File: config.mk
export PLATFORM = sky130hd
export DESIGN_NAME = axis_egress_arbiter
export DESIGN_NICKNAME = d
export VERILOG_FILES = /design/src/rtl/router_axis_pkg.sv /design/src/rtl/axis_reg_slice.sv /design/src/rtl/axis_egress_arbiter.sv
export SDC_FILE = /design/constraint.sdc
export NUM_CORES = 1
export LEC_CHECK = 0
export ABC_AREA = 1
export BUFFER_PORTS_ARGS = -buffer_cell sky130_fd_sc_hd__buf_2
export CAP_MARGIN = 20
export CORE_MARGIN = 10
export CORE_UTILIZATION = 46
export DETAILED_ROUTE_END_ITERATION = 8
export GPL_TIMING_DRIVEN = 0
export PLACE_DENSITY = 0.71
export SLEW_MARGIN = 20
export SYNTH_ARGS = -nofsm -noshare
export SYNTH_HDL_FRONTEND = slang
export SYNTH_SLANG_ARGS = --single-unit
File: constraint.sdc
create_clock -name axis_clk -period 3.4 [get_ports axis_clk]
set_input_delay 0.34 -clock axis_clk [delete_from_list [all_inputs] [get_ports axis_clk]]
set_output_delay 0.34 -clock axis_clk [all_outputs]
set_load 0.01 [all_outputs]
File: src/rtl/router_axis_pkg.sv
// Shared types and helpers for the router AXI-Stream blocks.
//   AXIS_DATA_W / AXIS_KEEP_W : egress beat geometry (32-bit data, 4 byte enables)
//   axis_beat_t               : one beat as carried through register slices
//   arb_state_t               : egress arbiter FSM encoding
//   clogb2()                  : ceil(log2(n)), never less than 1 (safe as a port width)
package router_axis_pkg;

  localparam int AXIS_DATA_W = 32;
  localparam int AXIS_KEEP_W = 4;

  typedef struct packed {
    logic                   last;
    logic [AXIS_KEEP_W-1:0] keep;
    logic [AXIS_DATA_W-1:0] data;
  } axis_beat_t;

  typedef enum logic [1:0] {
    IDLE  = 2'd0,
    XFER  = 2'd1,
    DRAIN = 2'd2
  } arb_state_t;

  function automatic int clogb2(input int n);
    int r;
    r = 0;
    while ((1 << r) < n) r++;
    return (r < 1) ? 1 : r;
  endfunction

endpackage

File: src/rtl/axis_reg_slice.sv
// Two-entry AXI-Stream skid buffer.
//   axis_clk, axis_reset : clock, synchronous active-high reset
//   s_axis_*             : upstream beat (tdata/tkeep/tlast/tvalid in, tready out)
//   m_axis_*             : downstream beat (tdata/tkeep/tlast/tvalid out, tready in)
// Sustains one beat per cycle. s_axis_tready comes straight from a flop, so there
// is no combinational path from m_axis_tready back upstream.
module axis_reg_slice
  import router_axis_pkg::*;
(
  input  logic                   axis_clk,
  input  logic                   axis_reset,
  input  logic [AXIS_DATA_W-1:0] s_axis_tdata,
  input  logic [AXIS_KEEP_W-1:0] s_axis_tkeep,
  input  logic                   s_axis_tvalid,
  input  logic                   s_axis_tlast,
  output logic                   s_axis_tready,
  output logic [AXIS_DATA_W-1:0] m_axis_tdata,
  output logic [AXIS_KEEP_W-1:0] m_axis_tkeep,
  output logic                   m_axis_tvalid,
  output logic                   m_axis_tlast,
  input  logic                   m_axis_tready
);

  axis_beat_t out_q, skid_q, s_beat;
  logic       out_vld, skid_vld;
  logic       s_fire, out_free;

  assign s_beat        = '{last: s_axis_tlast, keep: s_axis_tkeep, data: s_axis_tdata};
  assign s_axis_tready = !skid_vld;
  assign s_fire        = s_axis_tvalid && !skid_vld;
  // Output register can take a new beat this cycle.
  assign out_free      = !out_vld || m_axis_tready;

  always_ff @(posedge axis_clk) begin
    if (axis_reset) begin
      out_q    <= '0;
      skid_q   <= '0;
      out_vld  <= 1'b0;
      skid_vld <= 1'b0;
    end else if (out_free) begin
      if (skid_vld) begin
        // Upstream was stalled while skid was full, so no new beat competes here.
        out_q    <= skid_q;
        out_vld  <= 1'b1;
        skid_vld <= 1'b0;
      end else begin
        out_vld <= s_fire;
        if (s_fire) out_q <= s_beat;
      end
    end else if (s_fire) begin
      // Output is stalled: park the beat that was accepted under the registered ready.
      skid_q   <= s_beat;
      skid_vld <= 1'b1;
    end
  end

  assign m_axis_tdata  = out_q.data;
  assign m_axis_tkeep  = out_q.keep;
  assign m_axis_tlast  = out_q.last;
  assign m_axis_tvalid = out_vld;

endmodule

File: src/rtl/axis_egress_arbiter.sv
// Packet-granular round-robin arbiter sharing one egress AXI-Stream port.
//   axis_clk, axis_reset : clock, synchronous active-high reset
//   s_axis_*             : NUM_PORTS packed input streams (port i at [32i+31:32i] etc.)
//   m_axis_*             : egress stream, driven from a two-entry skid buffer
//   pause                : blocks new grants; a packet in flight still completes
//   grant_port           : current / last granted port
//   busy                 : high while a packet is being moved or drained
//   pkt_count            : completed packets per port (port i at [CNT_WIDTH*i +: CNT_WIDTH])
//   trunc_count          : packets cut by the length watchdog, all ports
// A granted port keeps the grant until its tlast. A packet reaching MAX_PKT_WORDS
// beats without tlast is closed early on egress and the rest is swallowed.
module axis_egress_arbiter
  import router_axis_pkg::*;
#(
  parameter  int NUM_PORTS     = 4,
  parameter  int MAX_PKT_WORDS = 512,
  parameter  int CNT_WIDTH     = 32,
  localparam int GW            = clogb2(NUM_PORTS),
  localparam int WCW           = clogb2(MAX_PKT_WORDS) + 1
) (
  input  logic                             axis_clk,
  input  logic                             axis_reset,
  input  logic [NUM_PORTS*AXIS_DATA_W-1:0] s_axis_tdata,
  input  logic [NUM_PORTS*AXIS_KEEP_W-1:0] s_axis_tkeep,
  input  logic [NUM_PORTS-1:0]             s_axis_tvalid,
  input  logic [NUM_PORTS-1:0]             s_axis_tlast,
  output logic [NUM_PORTS-1:0]             s_axis_tready,
  output logic [AXIS_DATA_W-1:0]           m_axis_tdata,
  output logic [AXIS_KEEP_W-1:0]           m_axis_tkeep,
  output logic                             m_axis_tvalid,
  output logic                             m_axis_tlast,
  input  logic                             m_axis_tready,
  input  logic                             pause,
  output logic [GW-1:0]                    grant_port,
  output logic                             busy,
  output logic [NUM_PORTS*CNT_WIDTH-1:0]   pkt_count,
  output logic [CNT_WIDTH-1:0]             trunc_count
);

  logic [NUM_PORTS-1:0][AXIS_DATA_W-1:0] in_data;
  logic [NUM_PORTS-1:0][AXIS_KEEP_W-1:0] in_keep;

  arb_state_t     state, state_nxt;
  logic [GW-1:0]  last_grant, sel_port, cand;
  logic           sel_vld, grant_now;
  logic [WCW-1:0] word_cnt;
  logic [CNT_WIDTH-1:0] trunc_q;

  logic g_vld, g_last, wd_hit, xfer_acc, drain_acc, pkt_done;
  logic sl_valid, sl_ready;

  assign in_data = s_axis_tdata;
  assign in_keep = s_axis_tkeep;

  // Rotating priority: first requester after last_grant, wrapping.
  always_comb begin
    sel_vld  = 1'b0;
    sel_port = '0;
    cand     = '0;
    for (int k = 1; k <= NUM_PORTS; k++) begin
      cand = GW'((int'(last_grant) + k) % NUM_PORTS);
      if (!sel_vld && s_axis_tvalid[cand]) begin
        sel_vld  = 1'b1;
        sel_port = cand;
      end
    end
  end

  assign grant_now = (state == IDLE) && !pause && sel_vld;

  assign g_vld     = s_axis_tvalid[grant_port];
  assign g_last    = s_axis_tlast[grant_port];
  // Beat being accepted now is the MAX_PKT_WORDS-th of the packet.
  assign wd_hit    = (word_cnt == WCW'(MAX_PKT_WORDS - 1));
  assign xfer_acc  = (state == XFER) && g_vld && sl_ready;
  assign drain_acc = (state == DRAIN) && g_vld;
  assign pkt_done  = xfer_acc && g_last;
  assign sl_valid  = (state == XFER) && g_vld;

  // FSM: state register
  always_ff @(posedge axis_clk) begin
    if (axis_reset) state <= IDLE;
    else            state <= state_nxt;
  end

  // FSM: next state
  always_comb begin
    state_nxt = state;
    unique case (state)
      IDLE:    if (grant_now) state_nxt = XFER;
      XFER:    if (xfer_acc) begin
                 if (g_last)      state_nxt = IDLE;
                 else if (wd_hit) state_nxt = DRAIN;
               end
      DRAIN:   if (drain_acc && g_last) state_nxt = IDLE;
      default: state_nxt = IDLE;
    endcase
  end

  // FSM: outputs
  always_comb begin
    s_axis_tready = '0;
    busy          = (state != IDLE);
    unique case (state)
      XFER:    s_axis_tready[grant_port] = sl_ready;
      DRAIN:   s_axis_tready[grant_port] = 1'b1;
      default: ;
    endcase
  end

  always_ff @(posedge axis_clk) begin
    if (axis_reset) begin
      grant_port <= '0;
      last_grant <= GW'(NUM_PORTS - 1);
      word_cnt   <= '0;
      trunc_q    <= '0;
    end else begin
      if (grant_now) begin
        grant_port <= sel_port;
        word_cnt   <= '0;
      end
      if (xfer_acc) begin
        word_cnt <= word_cnt + WCW'(1);
        if (g_last || wd_hit)  last_grant <= grant_port;
        if (!g_last && wd_hit) trunc_q    <= trunc_q + CNT_WIDTH'(1);
      end
    end
  end

  assign trunc_count = trunc_q;

  for (genvar i = 0; i < NUM_PORTS; i++) begin : g_pkt_cnt
    logic [CNT_WIDTH-1:0] cnt_q;
    always_ff @(posedge axis_clk) begin
      if (axis_reset)                                cnt_q <= '0;
      else if (pkt_done && grant_port == GW'(i))     cnt_q <= cnt_q + CNT_WIDTH'(1);
    end
    assign pkt_count[i*CNT_WIDTH +: CNT_WIDTH] = cnt_q;
  end

  // Truncated beat keeps its tkeep; only tlast is forced.
  axis_reg_slice u_slice (
    .axis_clk      (axis_clk),
    .axis_reset    (axis_reset),
    .s_axis_tdata  (in_data[grant_port]),
    .s_axis_tkeep  (in_keep[grant_port]),
    .s_axis_tvalid (sl_valid),
    .s_axis_tlast  (g_last | wd_hit),
    .s_axis_tready (sl_ready),
    .m_axis_tdata  (m_axis_tdata),
    .m_axis_tkeep  (m_axis_tkeep),
    .m_axis_tvalid (m_axis_tvalid),
    .m_axis_tlast  (m_axis_tlast),
    .m_axis_tready (m_axis_tready)
  );

endmodule
==> impl_metrics.env <==
export IMPL_swShare_pct=32.7
export IMPL_vdd_ir_drop_max_mv=0.391
export IMPL_grt_antenna_before_repair=2
export IMPL_clkSlewWorstSetupHoldPaths_ps=60
export IMPL_end_kind="output pin"
export IMPL_fmax_mhz=366
export IMPL_yosys_area_top_type="dfxtp_1"
export IMPL_required_ps=3060
export IMPL_worst_path_buf_inv=5
export IMPL_postCtsSetupRepairBufs=0
export IMPL_grt_use_total_pct=26.4
export IMPL_path_max_fanout=10
export IMPL_p_sw_mw=2.74
export IMPL_p_clk_share_pct=37.2
export IMPL_syn_area_per_cell_um2=6.38
export IMPL_num_fill_cells=3133
export IMPL_combPwrFrac_pct=24.5
export IMPL_synthTopCellsByArea="dfxtp_1 35%, nand2_1 20%, a21oi_1 7.5%, nor2_1 6.0%, xor2_1 4.7%"
export IMPL_layout_nets=2820
export IMPL_drive_gt1_share_pct=17.4
export IMPL_ff_latch_area_um2=5040
export IMPL_dpl_cell_area_um2=16700
export IMPL_clk_latency_ps=550
export IMPL_grt_max_degree=15
export IMPL_routed_via_count=16200
export IMPL_crit_path_max_incr_delay_ps=400
export IMPL_dr_pass1_iters=6
export IMPL_drv_cap=0
export IMPL_hp_class="in2reg"
export IMPL_synthCells=2264
export IMPL_grt_ovfl_total=0
export IMPL_die_height_um=197
export IMPL_p_per_area_nw_per_um2=474
export IMPL_avgRoutedWirePerCell_um=17.7
export IMPL_r2r_slack_ps=1110
export IMPL_drv_slew=0
export IMPL_p_int_mw=5.64
export IMPL_synth_distinct_cells=37
export IMPL_finalCritPeriodShare_pct=80.3
export IMPL_die_w_um=197
export IMPL_setup_viol_count_final=0
export IMPL_cp_arrival_ps=2390
export IMPL_rows=64
export IMPL_drc=0
export IMPL_worst_slew_pin_slew_ps=859
export IMPL_worstPathCellList="buf_6 > nor2_1 > buf_2 > buf_2 > inv_1 > nor2_1 > buf_2"
export IMPL_leakagePower_nw=7.29
export IMPL_cts_hold_buf=0
export IMPL_status="finished clean"
export IMPL_cts_max_level=1
export IMPL_clockBufferDepth=3
export IMPL_grt_pass1_wl_um=83800
export IMPL_place_congestion=1.01
export IMPL_cpMostUsedCell="buf_2"
export IMPL_critPathLaunchType="register"
export IMPL_hold_violations=0
export IMPL_design_area_um2=17700
export IMPL_worstSetupPathType="reg2out"
export IMPL_totalNegativeSetupSlack_ps=0
export IMPL_final_core_util_pct=57.5
export IMPL_fin_skew_ps=9.32
export IMPL_yosysSeqAreaShare_pct=34.9
export IMPL_vias_per_cell=5.29
export IMPL_ys_warn_count=0
export IMPL_grt_pass1_vias=15700
export IMPL_power_mw=8.38
export IMPL_cts_tree="done"
export IMPL_cts_sinks=252
export IMPL_dieArea_um2=38900
export IMPL_layout_common_cells="783 x nand2_1, 393 x buf_2, 252 x dfxtp_1"
export IMPL_cp_slowest_cell="nor2_1"
export IMPL_area_growth_syn_to_layout_pct=22.4
export IMPL_crit_family="buffers and inverters"
export IMPL_start_util_pct=47.0
export IMPL_rsz0062_at_grt="no"
export IMPL_cts_buffers=29
export IMPL_yosys_area_top_type_share_pct=34.9
export IMPL_synth_cell_area_um2=14400
export IMPL_first_iter_violations=1014
export IMPL_syn_nets=2430
export IMPL_finalWirelength_um=54200
export IMPL_core_area_um2=30700
export IMPL_post_cts_resize_count=0
export IMPL_hold_slack_ps=65.1
export IMPL_pin_count=361
export IMPL_power_frac_seq_pct=38.3
export IMPL_ant_nets=0
export IMPL_multiInputGateArea_um2=8310
export IMPL_layout_commonest_cell="nand2_1"
export IMPL_root_buffer="clkbuf_16"
export IMPL_synth_seq_cells=252
export IMPL_slew_headroom_pct=42.7
export IMPL_hpwl_um=42800
export IMPL_layout_min_cycle_time_ps=2730
export IMPL_port_buffers=359
registers in the layout, summed over array words and instances, names as in the netlist:
name,cells
u_slice.skid_vld,1
last_grant,2
trunc_count,32
g_pkt_cnt.cnt_q,128
u_slice.skid_q,37
u_slice.m_axis_tdata,32
word_cnt,10
u_slice.m_axis_tvalid,1
state,2
u_slice.m_axis_tlast,1
u_slice.m_axis_tkeep,4
grant_port,2
stage by stage:
| step | setup slack, ps | instances |
|---|---|---|
| 6_report | 669 | 3069 |
| 5_1_grt | 564 | 3067 |
| 4_1_cts | 686 | 3067 |
| 3_5_place_dp | 1200 | 3019 |
| 3_3_place_gp | 1170 | 3019 |
| 2_1_floorplan | 1630 | 2264 |
routing by layer:
layer	share of wire [%]	GRT usage, %
met1	42	31.7
met2	48	46.1
met3	7.1	5.84
met4	2.7	7.69
met5	0.037	0
power groups by stage:
stage / combinational [mW] / sequential [mW] / clock (mW)
6_report: 2.05 / 3.21 / 3.12
5_1_grt: 2.27 / 3.22 / 3.27
4_1_cts: 2.04 / 3.20 / 3.17
3_5_place_dp: 2.04 / 3.26 / 0
3_3_place_gp: 2.01 / 3.26 / 0
2_1_floorplan: 1.22 / 3.30 / 0
tightest hold or removal path, stage by stage:
cell     delay [ps]
buf_2            90
nor2_1           50
nand2_1          60
nor2_1           30
Yosys cell counts (all sizes together):
| cell | instances |
|---|---|
| dfxtp | 252 |
| o31ai | 1 |
| clkbuf | 51 |
| a22oi | 52 |
| xnor2 | 23 |
| buf | 47 |
| nand4 | 31 |
| o211ai | 3 |
| a21boi | 27 |
| and2 | 1 |
| a31oi | 26 |
| nor2 | 234 |
| inv | 165 |
| or2 | 1 |
| nor3b | 2 |
| ha | 10 |
| clkinv | 2 |
| o21bai | 1 |
| o21ai | 109 |
| nand3 | 56 |
| nor4 | 1 |
| a21oi | 215 |
| nand3b | 16 |
| xor2 | 77 |
| nor3 | 70 |
| nand2 | 791 |
final timing paths:
path,from,end,depth (start not counted)
setup reg to reg,g_pkt_cnt[0].cnt_q[0],g_pkt_cnt[0].cnt_q[30],9
hold / removal,m_axis_tready,u_slice.skid_vld,4
setup / recovery,grant_port[0],s_axis_tready[0],7
hold reg to reg,u_slice.skid_q[34],u_slice.skid_q[34],2
kinds of logic (layout without fill, tap and decap cells):
logic type | count (synthesis) | count (layout) | synth area share, %
buffers and inverters | 265 | 672 | 7.50
adders and majority gates | 10 | 10 | 0.866
and+or+nand+nor | 1203 | 1203 | 33.9
DFF | 252 | 252 | 34.9
other | 0 | 2 | 0
AOI/OAI and AO/OA | 434 | 434 | 16.7
xor gates and xnor gates | 100 | 100 | 6.06
cell type report:
| class | count | share of cell area [%] |
|---|---|---|
| multi-input cells | 1747 | 47.0 |
| inverters | 167 | 3.55 |
| diodes | 2 | 0.0283 |
| flip-flops and latches | 252 | 28.5 |
| plain buffers | 98 | 2.58 |
| clock inverters | 4 | 0.418 |
| repair buffers | 359 | 10.2 |
| well taps | 396 | 2.80 |
| clock buffers | 44 | 4.88 |
(Power assumes the default switching activity.)
